File: config.mk
export PLATFORM = sky130hd
export DESIGN_NAME = systolic_sched_flat
export DESIGN_NICKNAME = d
export VERILOG_FILES = /design/src/rtl/systolic_sched_if.sv /design/src/rtl/systolic_sched.sv /design/src/flat_wrapper.sv
export SDC_FILE = /design/constraint.sdc
export NUM_CORES = 1
export LEC_CHECK = 0
export ABC_AREA = 1
export CAP_MARGIN = 20
export CORE_MARGIN = 5
export CORE_UTILIZATION = 34
export DETAILED_ROUTE_END_ITERATION = 6
export PLACE_DENSITY = 0.69
export SLEW_MARGIN = 40
export SYNTH_ARGS = -nofsm -noshare
export SYNTH_HDL_FRONTEND = slang
export SYNTH_SLANG_ARGS = --single-unit
File: constraint.sdc
create_clock -name clk -period 4.7 [get_ports clk]
set_input_delay 0.705 -clock clk [delete_from_list [all_inputs] [get_ports clk]]
set_output_delay 0.705 -clock clk [all_outputs]
set_load 0.05 [all_outputs]
File: src/rtl/systolic_sched_if.sv
// Control/status bundle between a systolic-array sequencer and whoever starts
// the passes and consumes the array enables.
interface systolic_sched_if #(
    parameter int DIM = 8,
    parameter int CW  = $clog2(3*DIM),
    parameter int RW  = (DIM > 1) ? $clog2(DIM) : 1
);
    logic           start;
    logic           accum;
    logic           stall;
    logic           busy;
    logic           done;
    logic           arr_en;
    logic           arr_wren;
    logic [RW-1:0]  c_row;
    logic [CW-1:0]  feed_k;
    logic [DIM-1:0] a_vld;
    logic [DIM-1:0] b_vld;

    modport master (
        output start, accum, stall,
        input  busy, done, arr_en, arr_wren, c_row, feed_k, a_vld, b_vld
    );

    modport slave (
        input  start, accum, stall,
        output busy, done, arr_en, arr_wren, c_row, feed_k, a_vld, b_vld
    );
endinterface

File: src/rtl/systolic_sched.sv
// Sequencer for a DIM x DIM systolic MAC array: optional C preload, skewed
// operand feed, and a single-cycle completion pulse.
//
//   state  | meaning
//   -------+-----------------------------------------------------------
//   IDLE   | waiting for start; accum chooses LOAD_C or straight to MAC
//   LOAD_C | one C row written per non-stalled cycle, c_row 0..DIM-1
//   MAC    | operand feed, feed_k 0..3*DIM-3 with diagonal skew masks
//   DONE   | one-cycle done pulse, array idle, back to IDLE
module systolic_sched #(
    parameter int DIM = 8,
    parameter int CW  = $clog2(3*DIM)
) (
    input  logic             clk,
    input  logic             rst,
    systolic_sched_if.slave  bus
);
    localparam int RW = (DIM > 1) ? $clog2(DIM) : 1;
    localparam logic [RW-1:0] ROW_LAST = RW'(DIM - 1);
    localparam logic [CW-1:0] K_LAST   = CW'(3*DIM - 3);

    typedef enum logic [1:0] {IDLE, LOAD_C, MAC, DONE} state_t;

    state_t        state_q;
    state_t        state_d;
    logic [RW-1:0] c_row_q;
    logic [CW-1:0] feed_k_q;
    logic          row_last;
    logic          k_last;

    assign row_last = (c_row_q == ROW_LAST);
    assign k_last   = (feed_k_q == K_LAST);

    // State register; reset wins over everything else.
    always_ff @(posedge clk) begin
        if (rst) state_q <= IDLE;
        else     state_q <= state_d;
    end

    // Next-state decode; a stalled cycle simply holds the current state.
    always_comb begin
        state_d = state_q;
        case (state_q)
            IDLE:    if (bus.start) state_d = bus.accum ? MAC : LOAD_C;
            LOAD_C:  if (!bus.stall && row_last) state_d = MAC;
            MAC:     if (!bus.stall && k_last) state_d = DONE;
            DONE:    state_d = IDLE;
            default: state_d = IDLE;
        endcase
    end

    // Row and feed counters advance only on non-stalled cycles of their own
    // phase and clear on their terminal value, so they never wrap past it.
    always_ff @(posedge clk) begin
        if (rst) begin
            c_row_q  <= '0;
            feed_k_q <= '0;
        end else begin
            case (state_q)
                LOAD_C: begin
                    feed_k_q <= '0;
                    if (!bus.stall) c_row_q <= row_last ? '0 : c_row_q + 1'b1;
                end
                MAC: begin
                    c_row_q <= '0;
                    if (!bus.stall) feed_k_q <= k_last ? '0 : feed_k_q + 1'b1;
                end
                default: begin
                    c_row_q  <= '0;
                    feed_k_q <= '0;
                end
            endcase
        end
    end

    // Output decode from registered state; stall only gates the array
    // enables and operand masks, never busy or done.
    always_comb begin
        bus.busy     = (state_q != IDLE);
        bus.done     = (state_q == DONE);
        bus.arr_en   = 1'b0;
        bus.arr_wren = 1'b0;
        bus.c_row    = '0;
        bus.feed_k   = '0;
        bus.a_vld    = '0;
        bus.b_vld    = '0;
        case (state_q)
            LOAD_C: begin
                bus.c_row    = c_row_q;
                bus.arr_en   = !bus.stall;
                bus.arr_wren = !bus.stall;
            end
            MAC: begin
                bus.feed_k = feed_k_q;
                bus.arr_en = !bus.stall;
                if (!bus.stall) begin
                    for (int i = 0; i < DIM; i++) begin
                        bus.a_vld[i] = (int'(feed_k_q) >= i) && (int'(feed_k_q) <= i + DIM - 1);
                    end
                    bus.b_vld = bus.a_vld;
                end
            end
            default: ;
        endcase
    end
endmodule

File: src/flat_wrapper.sv
// flat-port wrapper written by rule: the top's interface ports become plain ports
module systolic_sched_flat 
#(
    parameter int DIM = 8,
    parameter int CW  = $clog2(3*DIM)
)
  (clk, rst, bus_start, bus_accum, bus_stall, bus_busy, bus_done, bus_arr_en, bus_arr_wren, bus_c_row, bus_feed_k, bus_a_vld, bus_b_vld);
  systolic_sched_if #(.DIM(DIM), .CW(CW)) bus_i ();
  input  logic clk;
  input  logic rst;
  input wire logic [$bits(bus_i.start)-1:0] bus_start;
  input wire logic [$bits(bus_i.accum)-1:0] bus_accum;
  input wire logic [$bits(bus_i.stall)-1:0] bus_stall;
  output wire logic [$bits(bus_i.busy)-1:0] bus_busy;
  output wire logic [$bits(bus_i.done)-1:0] bus_done;
  output wire logic [$bits(bus_i.arr_en)-1:0] bus_arr_en;
  output wire logic [$bits(bus_i.arr_wren)-1:0] bus_arr_wren;
  output wire logic [$bits(bus_i.c_row)-1:0] bus_c_row;
  output wire logic [$bits(bus_i.feed_k)-1:0] bus_feed_k;
  output wire logic [$bits(bus_i.a_vld)-1:0] bus_a_vld;
  output wire logic [$bits(bus_i.b_vld)-1:0] bus_b_vld;
  assign bus_i.start = bus_start;
  assign bus_i.accum = bus_accum;
  assign bus_i.stall = bus_stall;
  assign bus_busy = bus_i.busy;
  assign bus_done = bus_i.done;
  assign bus_arr_en = bus_i.arr_en;
  assign bus_arr_wren = bus_i.arr_wren;
  assign bus_c_row = bus_i.c_row;
  assign bus_feed_k = bus_i.feed_k;
  assign bus_a_vld = bus_i.a_vld;
  assign bus_b_vld = bus_i.b_vld;
  systolic_sched #(.DIM(DIM), .CW(CW)) u_core (.clk(clk), .rst(rst), .bus(bus_i));
endmodule
* After elaboration in Yosys (flattened, before gate mapping)
Index checks and enable logic that the tools add are counted. Widths: inputs -> output; s select.
Storage, ports and cells: bits of input ports 5, output and inout bits 28, word-level logic and storage cells 59, bits in registers 10
Operators by class: $add $sub $neg 2, bitwise logic cells 2, magnitude comparators 15, equal/unequal tests 8, mux-type cells 13, reduce and logical (&&, ||, !) cells 16
Operator list (number):
- $le 5x4->1 const B | 7
- $ge 5x3->1 const B | 4
- $mux 8 | 2
- $ge 5x2->1 const B | 2
- $mux 5 | 2
- $logic_and 1x1->1 | 9
- $mux 2 | 4
- $pmux 2 s4 | 1
- $mux 3 | 2
- $reduce_or 2->1 | 3
- $add 5x1->5 const B | 1
- $eq 5x5->1 const B | 1
- $ge 5x1->1 const B | 1
- $le 5x3->1 const B | 1
- $eq 2x2->1 const B | 2
- $ne 2x1->1 const B | 2
- $add 3x1->3 const B | 1
- $eq 3x3->1 const B | 1
- $reduce_and 3->1 | 1
- $eq 2x1->1 const B | 1
- $logic_not 2->1 | 1
- $mux 1 | 2
- $ne 2x2->1 const B | 1
- $not 1->1 | 2
- other kinds (2) | 2

* Logic depth before layout (Yosys ltp)
Gate-level depths: netlist (run 1).
depth in word-level cells 4, mapped depth 9, gate-level depth less buffers 8

* Worst setup path before layout (run 1)
Ideal clock, no wire load.
path kind in2out, start input port bus_stall, end output port bus_b_vld[7], stages 5, arrival time 2.741 ns, path slack 1.254 ns, required time 3.995 ns, buffers on the path 2, cell sequence buf_4 nor2_4 nand2_1 a211oi_1 buf_4
Between the ends: cells in the longest elaborated chain, start to end 2
Ends and longest elaborated chain:
- start: declaration | RTL line flat_wrapper.sv:13 | input wire logic [$bits(bus_i.stall)-1:0] bus_stall;
- $mux 8 (2 in a row)
- end: declaration | RTL line flat_wrapper.sv:21 | output wire logic [$bits(bus_i.b_vld)-1:0] bus_b_vld;
No other way between the ends.

* Worst setup path after layout (run 1)
start input port bus_stall, end output port bus_b_vld[7]
Between the ends: cells in the longest elaborated chain, start to end 2
Ends and longest elaborated chain:
- $mux 8 | RTL line systolic_sched.sv:96 | if (!bus.stall) begin
- $mux 8 | RTL line systolic_sched.sv:87 | case (state_q)
No other way between the ends.

==> results.py, run 1 <==
metrics = {
    "cells_and_area": {
        "postLayoutCoreUtil": 0.4710,
        "number_of_fillers_in_the_final_layout": 305,
        "area.growth.synth_to_final_pct": 31.70,
        "final_cells": 207,
        "final_nets": 192,
        "drive_gt1_frac": 0.1193,
        "insertedDiodeCount": 0,
    },
    "critical_path": {
        "critical_path_required_ps": 3990,
        "rr_worst_depth": 5,
        "reg2reg_setup_slack_ps": 3190,
        "reg2reg_launch_point": "u_core.feed_k_q[0]",
        "worst_ep_arrival_time_ps": 2810,
        "critPathLaunchType": "primary input",
        "r2r-end": "u_core.feed_k_q[4]",
        "critical_path_class": "primary input to output pin",
        "timing.critical_path.to_type": "output pin",
        "crit_fanout": 8,
    },
    "cts": {
        "cts_inserted_buffers": 3,
        "tritoncts_clock_tree": "done",
        "clock_path_buffers": 2,
        "worst_setup_hold_path_clk_slew_ps": 70,
        "clock_tree.htree_level_count": 1,
        "clock_root_buffer": "sky130_fd_sc_hd__clkbuf_4",
        "cts.repair_timing.setup_buffer_count": 0,
        "sink_count_of_the_clock_tree": 10,
        "clk_lat_worst_skew_ps": 270,
        "cts_hold_repair.buffers": 0,
        "post_cts_resized": 0,
    },
    "drt": {
        "detailroute.via_count": 999,
        "route.detailed.vias_per_inst": 4.826,
        "ant_nets": 0,
        "routed_wl_um": 2376,
        "dr.first_iter.drc_count": 36,
        "drc": 0,
        "first_drt_pass_iteration_count": 4,
        "wire_length_per_cell_um": 11.48,
    },
    "yosys": {
        "synth_xor_xnor_area_share": 0.03522,
        "flops_latches_synth": 10,
        "synth.avg_cell_area_um2": 6.587,
        "synth-compound-area-share": 0.1321,
        "synth_sequential_area_ratio": 0.2013,
        "synth.yosys.warnings": 0,
        "post_synth_instance_area_um2": 994.7,
        "yosys-mux-area-fraction": 0,
        "postSynthNetCount": 166,
        "synth_simple_gate_area_share": 0.3208,
        "dominant_combinational_cell_family_by_area_after_synthesis": "simple AND/OR/NAND/NOR gates",
        "synth_cell_types": 26,
        "synth_fa_ha_area_frac": 0.1258,
        "syn-instance-count": 151,
    },
    "global_routing": {
        "vias_in_the_first_global_route": 1031,
        "antenna_found_initial": 0,
        "wire_length_of_the_first_global_routing_pass_um": 4119,
        "track_usage": 0.1190,
        "grt_remaining_overflow": 0,
        "maximum_number_of_pins_on_one_net_before_global_route_repair": 10,
    },
    "sta": {
        "maxSlewViolCount": 0,
        "timing.final.crit_share": 0.7484,
        "achievable-frequency_ghz": 0.2843,
        "setup-tns-final_ps": 0,
        "final-setup-viol-count": 0,
        "slew_headroom": 0.6644,
        "hold_ws_ps": 495.1,
        "final_period_minus_worst_setup_slack_ps": 3517,
        "unrepaired_setup_endpoints_after_global_routing": "false",
        "hold_viol_final": 0,
        "worst_clock_skew_ps": 4.661,
        "tightest_pin_transition_ps": 501.9,
    },
    "floorplan": {
        "ioPinCount": 33,
        "die-width_um": 64.09,
        "die-height_um": 64.09,
        "total_core_area_um2": 2781,
        "design.die.area_um2": 4108,
        "initial_standard_cell_utilization_of_the_core": 0.3576,
        "core.rowCount": 19,
    },
    "place": {
        "dpl.cell_count": 203,
        "gp_congestion": 0.8173,
        "buffer_ports.inserted": 32,
        "dp.final_hpwl_um": 1918,
    },
    "hold_path": {
        "worst_hold_check_path_type": "flop to flop",
        "min_path_cells": 2,
        "hold-path-endpoint": "u_core.c_row_q[1]",
        "hold_path.startpoint": "u_core.c_row_q[1]",
    },
    "run": {
        "cap_violations": 0,
    },
    "power": {
        "vdd_ir_drop_max_uv": 387.7,
        "power.density_nw_per_um2": 352.8,
        "static-leakage-power_nw": 0.6161,
    },
    "status": {
        "outcome": "finished clean",
    },
}
-- cell usage in the layout, fill, tap and decap left out, types with 2 or more instances in the layout --
master,instances
sky130_fd_sc_hd__nand2_1,32
sky130_fd_sc_hd__ha_1,10
sky130_fd_sc_hd__dfxtp_1,10
sky130_fd_sc_hd__inv_2,4
sky130_fd_sc_hd__nor2_1,14
sky130_fd_sc_hd__a21oi_1,10
sky130_fd_sc_hd__clkbuf_4,3
sky130_fd_sc_hd__nor2_4,2
sky130_fd_sc_hd__a211oi_1,3
sky130_fd_sc_hd__clkdlybuf4s50_1,32
sky130_fd_sc_hd__nor2_2,5
sky130_fd_sc_hd__nand4_1,2
sky130_fd_sc_hd__o21ai_0,2
sky130_fd_sc_hd__xor2_1,4
sky130_fd_sc_hd__nand3_1,7
sky130_fd_sc_hd__inv_1,22
sky130_fd_sc_hd__nor3_1,4
-- through the flow --
| stage | instance area [um^2] | worst slack, ps | total power, W |
|---|---|---|---|
| floorplan | 994.7 | 1254 | 0.0003137 |
| global placement | 1274 | 1218 | 0.0003753 |
| detailed placement | 1274 | 1166 | 0.0003834 |
| CTS | 1310 | 1166 | 0.0004674 |
| global route | 1310 | 1036 | 0.0004926 |
| finish | 1310 | 1183 | 0.0004622 |
-- logic make-up after synthesis --
family | count (synthesis)
AND/OR/NAND/NOR | 69
buffers and inverters | 38
AO/OA/AOI/OAI | 20
adder cells (fa/ha/maj) | 10
flip-flops | 10
XOR/XNOR | 4
-- area by class of cell --
type | count | area [um^2] | share of cell area
clock buffer | 4 | 36.28 | 0.02770
inverter | 27 | 103.9 | 0.07927
multi-input combinational | 103 | 610.6 | 0.4661
sequential | 10 | 200.2 | 0.1528
tap | 31 | 38.79 | 0.02961
timing repair buffer | 32 | 320.3 | 0.2445
-- worst max-delay path by stage --
stage | slack (ps) | endpoint | startpoint
after floorplan | 1250 | bus_b_vld[7] | bus_stall
after global placement | 1220 | bus_b_vld[7] | bus_stall
after detailed placement | 1170 | bus_b_vld[7] | bus_stall
after CTS | 1170 | bus_b_vld[7] | bus_stall
after global routing | 1040 | bus_b_vld[7] | bus_stall
final | 1180 | bus_b_vld[7] | bus_stall
-- state kept, by name, summed over array words and instances (netlist names) --
name	cells
u_core.feed_k_q	5
u_core.state_q	2
u_core.c_row_q	3
-- power breakdown --
group	leakage, nW	internal, W	switching [W]
Combinational	0.514	0.0000946	0.000178
Clock	0.0210	0.0000470	0.0000321
Sequential	0.0812	0.0000963	0.0000137
-- critical path, stage by stage --
cell                              delay (ps)
sky130_fd_sc_hd__clkdlybuf4s50_1         590
sky130_fd_sc_hd__nor2_4                  290
sky130_fd_sc_hd__nand2_1                 100
sky130_fd_sc_hd__a211oi_1                270
sky130_fd_sc_hd__clkdlybuf4s50_1         850
-- metal layers --
| metal | vias up | global-route usage | part of all wire |
|---|---|---|---|
| li1 | 517 | - | - |
| met1 | 449 | 0.1316 | 0.45 |
| met2 | 28 | 0.2186 | 0.47 |
| met3 | 5 | 0.02627 | 0.060 |
| met4 | 0 | 0.04580 | 0.015 |
| met5 | - | 0 | 0 |
-- cell usage after synthesis --
cell type | n | share of area
sky130_fd_sc_hd__a211oi_1 | 3 | 0.023
sky130_fd_sc_hd__o221a_2 | 1 | 0.011
sky130_fd_sc_hd__o21ai_1 | 1 | 0.0050
sky130_fd_sc_hd__or2_4 | 1 | 0.0088
sky130_fd_sc_hd__nor3_1 | 4 | 0.020
sky130_fd_sc_hd__nand2_2 | 1 | 0.0063
sky130_fd_sc_hd__nor2_4 | 2 | 0.023
sky130_fd_sc_hd__ha_1 | 10 | 0.13
sky130_fd_sc_hd__inv_2 | 4 | 0.015
sky130_fd_sc_hd__nand3_1 | 7 | 0.035
sky130_fd_sc_hd__a31oi_1 | 1 | 0.0063
sky130_fd_sc_hd__xor2_1 | 4 | 0.035
sky130_fd_sc_hd__buf_4 | 10 | 0.075
sky130_fd_sc_hd__nor2_1 | 14 | 0.053
sky130_fd_sc_hd__nand4_1 | 2 | 0.013
sky130_fd_sc_hd__a21oi_1 | 10 | 0.050
sky130_fd_sc_hd__nor2_2 | 5 | 0.031
sky130_fd_sc_hd__o21ai_0 | 2 | 0.010
sky130_fd_sc_hd__inv_1 | 22 | 0.083
sky130_fd_sc_hd__dfxtp_1 | 10 | 0.20
sky130_fd_sc_hd__o21bai_4 | 1 | 0.019
sky130_fd_sc_hd__buf_2 | 1 | 0.0050
sky130_fd_sc_hd__nand3_2 | 1 | 0.010
sky130_fd_sc_hd__inv_4 | 1 | 0.0063
sky130_fd_sc_hd__o21a_1 | 1 | 0.0075
sky130_fd_sc_hd__nand2_1 | 32 | 0.12
No activity file was read; power rests on OpenSTA's default activity.
==> inputs of run 2 (changes only) <==
==> constraint.sdc (replaced) <==
create_clock -name clk -period 3.3 [get_ports clk]
set_input_delay 0.495 -clock clk [delete_from_list [all_inputs] [get_ports clk]]
set_output_delay 0.495 -clock clk [all_outputs]
set_load 0.05 [all_outputs]
==> run 2 against run 1 <==
Critical path depth grew 2. Clock skew decreased by 0.92 ps. Die area unchanged. Sequential cell count unchanged. Sequential share of layout area up 0.18 points. Cell area fell by 1.1%. Setup slack got worse by 740 ps. First-iteration DRC count is 28% higher. Final cell count increased by 0.48%. Wire length fell by 6.0%. Largest power group unchanged.
==> results.py, run 2 (synthesis results as in run 1) <==
metrics = {
    "critical_path": {
        "crit_fanout": 8,
        "critical_path_required_ps": 2800,
        "critPathLaunchType": "flop",
        "timing.critical_path.to_type": "output pin",
        "worst_ep_arrival_time_ps": 2360,
        "critical_path_class": "flop to output pin",
    },
    "drt": {
        "routed_wl_um": 2234,
        "dr.first_iter.drc_count": 46,
        "route.detailed.vias_per_inst": 4.813,
        "wire_length_per_cell_um": 10.74,
        "ant_nets": 0,
        "detailroute.via_count": 1001,
        "drc": 0,
        "first_drt_pass_iteration_count": 4,
    },
    "place": {
        "gp_congestion": 0.8082,
        "buffer_ports.inserted": 32,
        "dp.final_hpwl_um": 1829,
        "place_area_um2": 1259,
    },
    "cells_and_area": {
        "layout.cells.most_common_list": "sky130_fd_sc_hd__nand2_1, sky130_fd_sc_hd__clkdlybuf4s50_1, sky130_fd_sc_hd__inv_1",
        "area.growth.synth_to_final_pct": 30.19,
        "multi_input_area_um2": 610.6,
        "layout_commonest_cell": "sky130_fd_sc_hd__nand2_1",
        "number_of_fillers_in_the_final_layout": 278,
        "largest_register_ff_count": 5,
        "final_nets": 193,
        "largest_registers_in_the_final_layout": "u_core.feed_k_q: 5 flops, u_core.c_row_q: 3 flops, u_core.state_q: 2 flops",
        "largest_register_by_flop_count": "u_core.feed_k_q",
        "finalInstanceArea_um2": 1295,
        "seqCellArea_um2": 200.2,
        "insertedDiodeCount": 0,
        "drive_gt1_frac": 0.1751,
    },
    "sta": {
        "hold_ws_ps": 486.1,
        "hold_viol_final": 0,
        "final_period_minus_worst_setup_slack_ps": 2859,
        "slew_headroom": 0.6537,
        "timing.final.crit_share": 0.8663,
        "tightest_pin_transition_ps": 517.8,
        "unrepaired_setup_endpoints_after_global_routing": "false",
        "worst_clock_skew_ps": 3.737,
        "final-setup-viol-count": 0,
        "setup-tns-final_ps": 0,
        "achievable-frequency_ghz": 0.3498,
        "maxSlewViolCount": 0,
    },
    "floorplan": {
        "ioPinCount": 33,
        "design.die.area_um2": 4108,
        "initial_standard_cell_utilization_of_the_core": 0.3576,
        "die-height_um": 64.09,
        "die-width_um": 64.09,
        "total_core_area_um2": 2781,
        "core.rowCount": 19,
    },
    "cts": {
        "clock_root_buffer": "sky130_fd_sc_hd__clkbuf_4",
        "clock_tree.htree_level_count": 1,
        "clock_path_buffers": 2,
        "cts_hold_repair.buffers": 0,
        "sink_count_of_the_clock_tree": 10,
        "clk_lat_worst_skew_ps": 260,
        "tritoncts_clock_tree": "done",
        "worst_setup_hold_path_clk_slew_ps": 60,
        "cts.repair_timing.setup_buffer_count": 0,
        "cts_inserted_buffers": 3,
        "post_cts_resized": 0,
    },
    "global_routing": {
        "grt_remaining_overflow": 0,
        "maximum_number_of_pins_on_one_net_before_global_route_repair": 10,
        "vias_in_the_first_global_route": 935,
        "wire_length_of_the_first_global_routing_pass_um": 3850,
        "track_usage": 0.1125,
        "antenna_found_initial": 0,
    },
    "run": {
        "cap_violations": 0,
    },
    "status": {
        "outcome": "finished clean",
    },
    "power": {
        "power.density_nw_per_um2": 500.8,
        "static-leakage-power_nw": 0.6395,
        "vdd_ir_drop_max_uv": 533.3,
        "design_power_total_w": 0.0006485,
    },
    "hold_path": {
        "worst_hold_check_path_type": "flop to flop",
    },
}
## run 2: cell count changes in the layout (fill, tap and decap cells not counted)
cell,delta
sky130_fd_sc_hd__clkdlybuf4s50_1,-9
sky130_fd_sc_hd__buf_4,+10
## run 2: stage by stage
stage            util  cells  setup slack (ps)
6_report       0.4656    208             441.1
5_1_grt        0.4656    208             265.5
4_1_cts        0.4656    208             388.2
3_5_place_dp   0.4525    204             539.5
3_3_place_gp   0.4525    204             563.8
2_1_floorplan       -    151             212.6
## run 2: power breakdown
part	internal, W	total (W)	switching (W)
Clock	0.0000670	0.000110	0.0000426
Sequential	0.000137	0.000157	0.0000202
Combinational	0.000135	0.000382	0.000246
Total	0.000340	0.000649	0.000309
## run 2: worst paths after layout
| kind | start | end | slack [ps] | cells after the start |
|---|---|---|---|---|
| worst max-delay path | u_core.state_q[0] | bus_a_vld[0] | 440 | 7 |
| worst min-delay path | u_core.c_row_q[1] | u_core.c_row_q[1] | 490 | 2 |
| worst max register to register | u_core.feed_k_q[0] | u_core.feed_k_q[4] | 1820 | 5 |
| worst min register to register | u_core.c_row_q[1] | u_core.c_row_q[1] | 490 | 2 |
## run 2: layer usage
layer / up-vias / wire length (um) / GRT usage
met5: - / 0 / 0
met4: 0 / 0 / 0.02290
met3: 0 / 176 / 0.03853
met2: 33 / 1097 / 0.1947
met1: 445 / 960 / 0.1347
li1: 523 / - / -
## run 2: worst max-delay path: stages (launching register included)
cell and delay [ps]:
sky130_fd_sc_hd__dfxtp_1 340, sky130_fd_sc_hd__inv_1 110, sky130_fd_sc_hd__ha_1 320, sky130_fd_sc_hd__inv_2 90
sky130_fd_sc_hd__nor2_4 180, sky130_fd_sc_hd__nand2_1 70, sky130_fd_sc_hd__a21oi_1 160, sky130_fd_sc_hd__clkdlybuf4s50_1 830
## run 2: layout make-up
type | count | share of cell area
multi-input combinational | 103 | 0.4715
timing repair buffer | 33 | 0.2357
sequential | 10 | 0.1546
inverter | 27 | 0.08019
tap | 31 | 0.02995
clock buffer | 4 | 0.02802
==> inputs of run 3 (changes only) <==
--- a/config.mk
+++ b/config.mk
@@ -11,7 +11,7 @@
 export CORE_UTILIZATION = 34
 export DETAILED_ROUTE_END_ITERATION = 6
 export PLACE_DENSITY = 0.69
-export SLEW_MARGIN = 40
+export SLEW_MARGIN = 15
 export SYNTH_ARGS = -nofsm -noshare
 export SYNTH_HDL_FRONTEND = slang
 export SYNTH_SLANG_ARGS = --single-unit
==> results of run 3 <==
The final DEF is identical to that of run 2; final timing and power are the same.
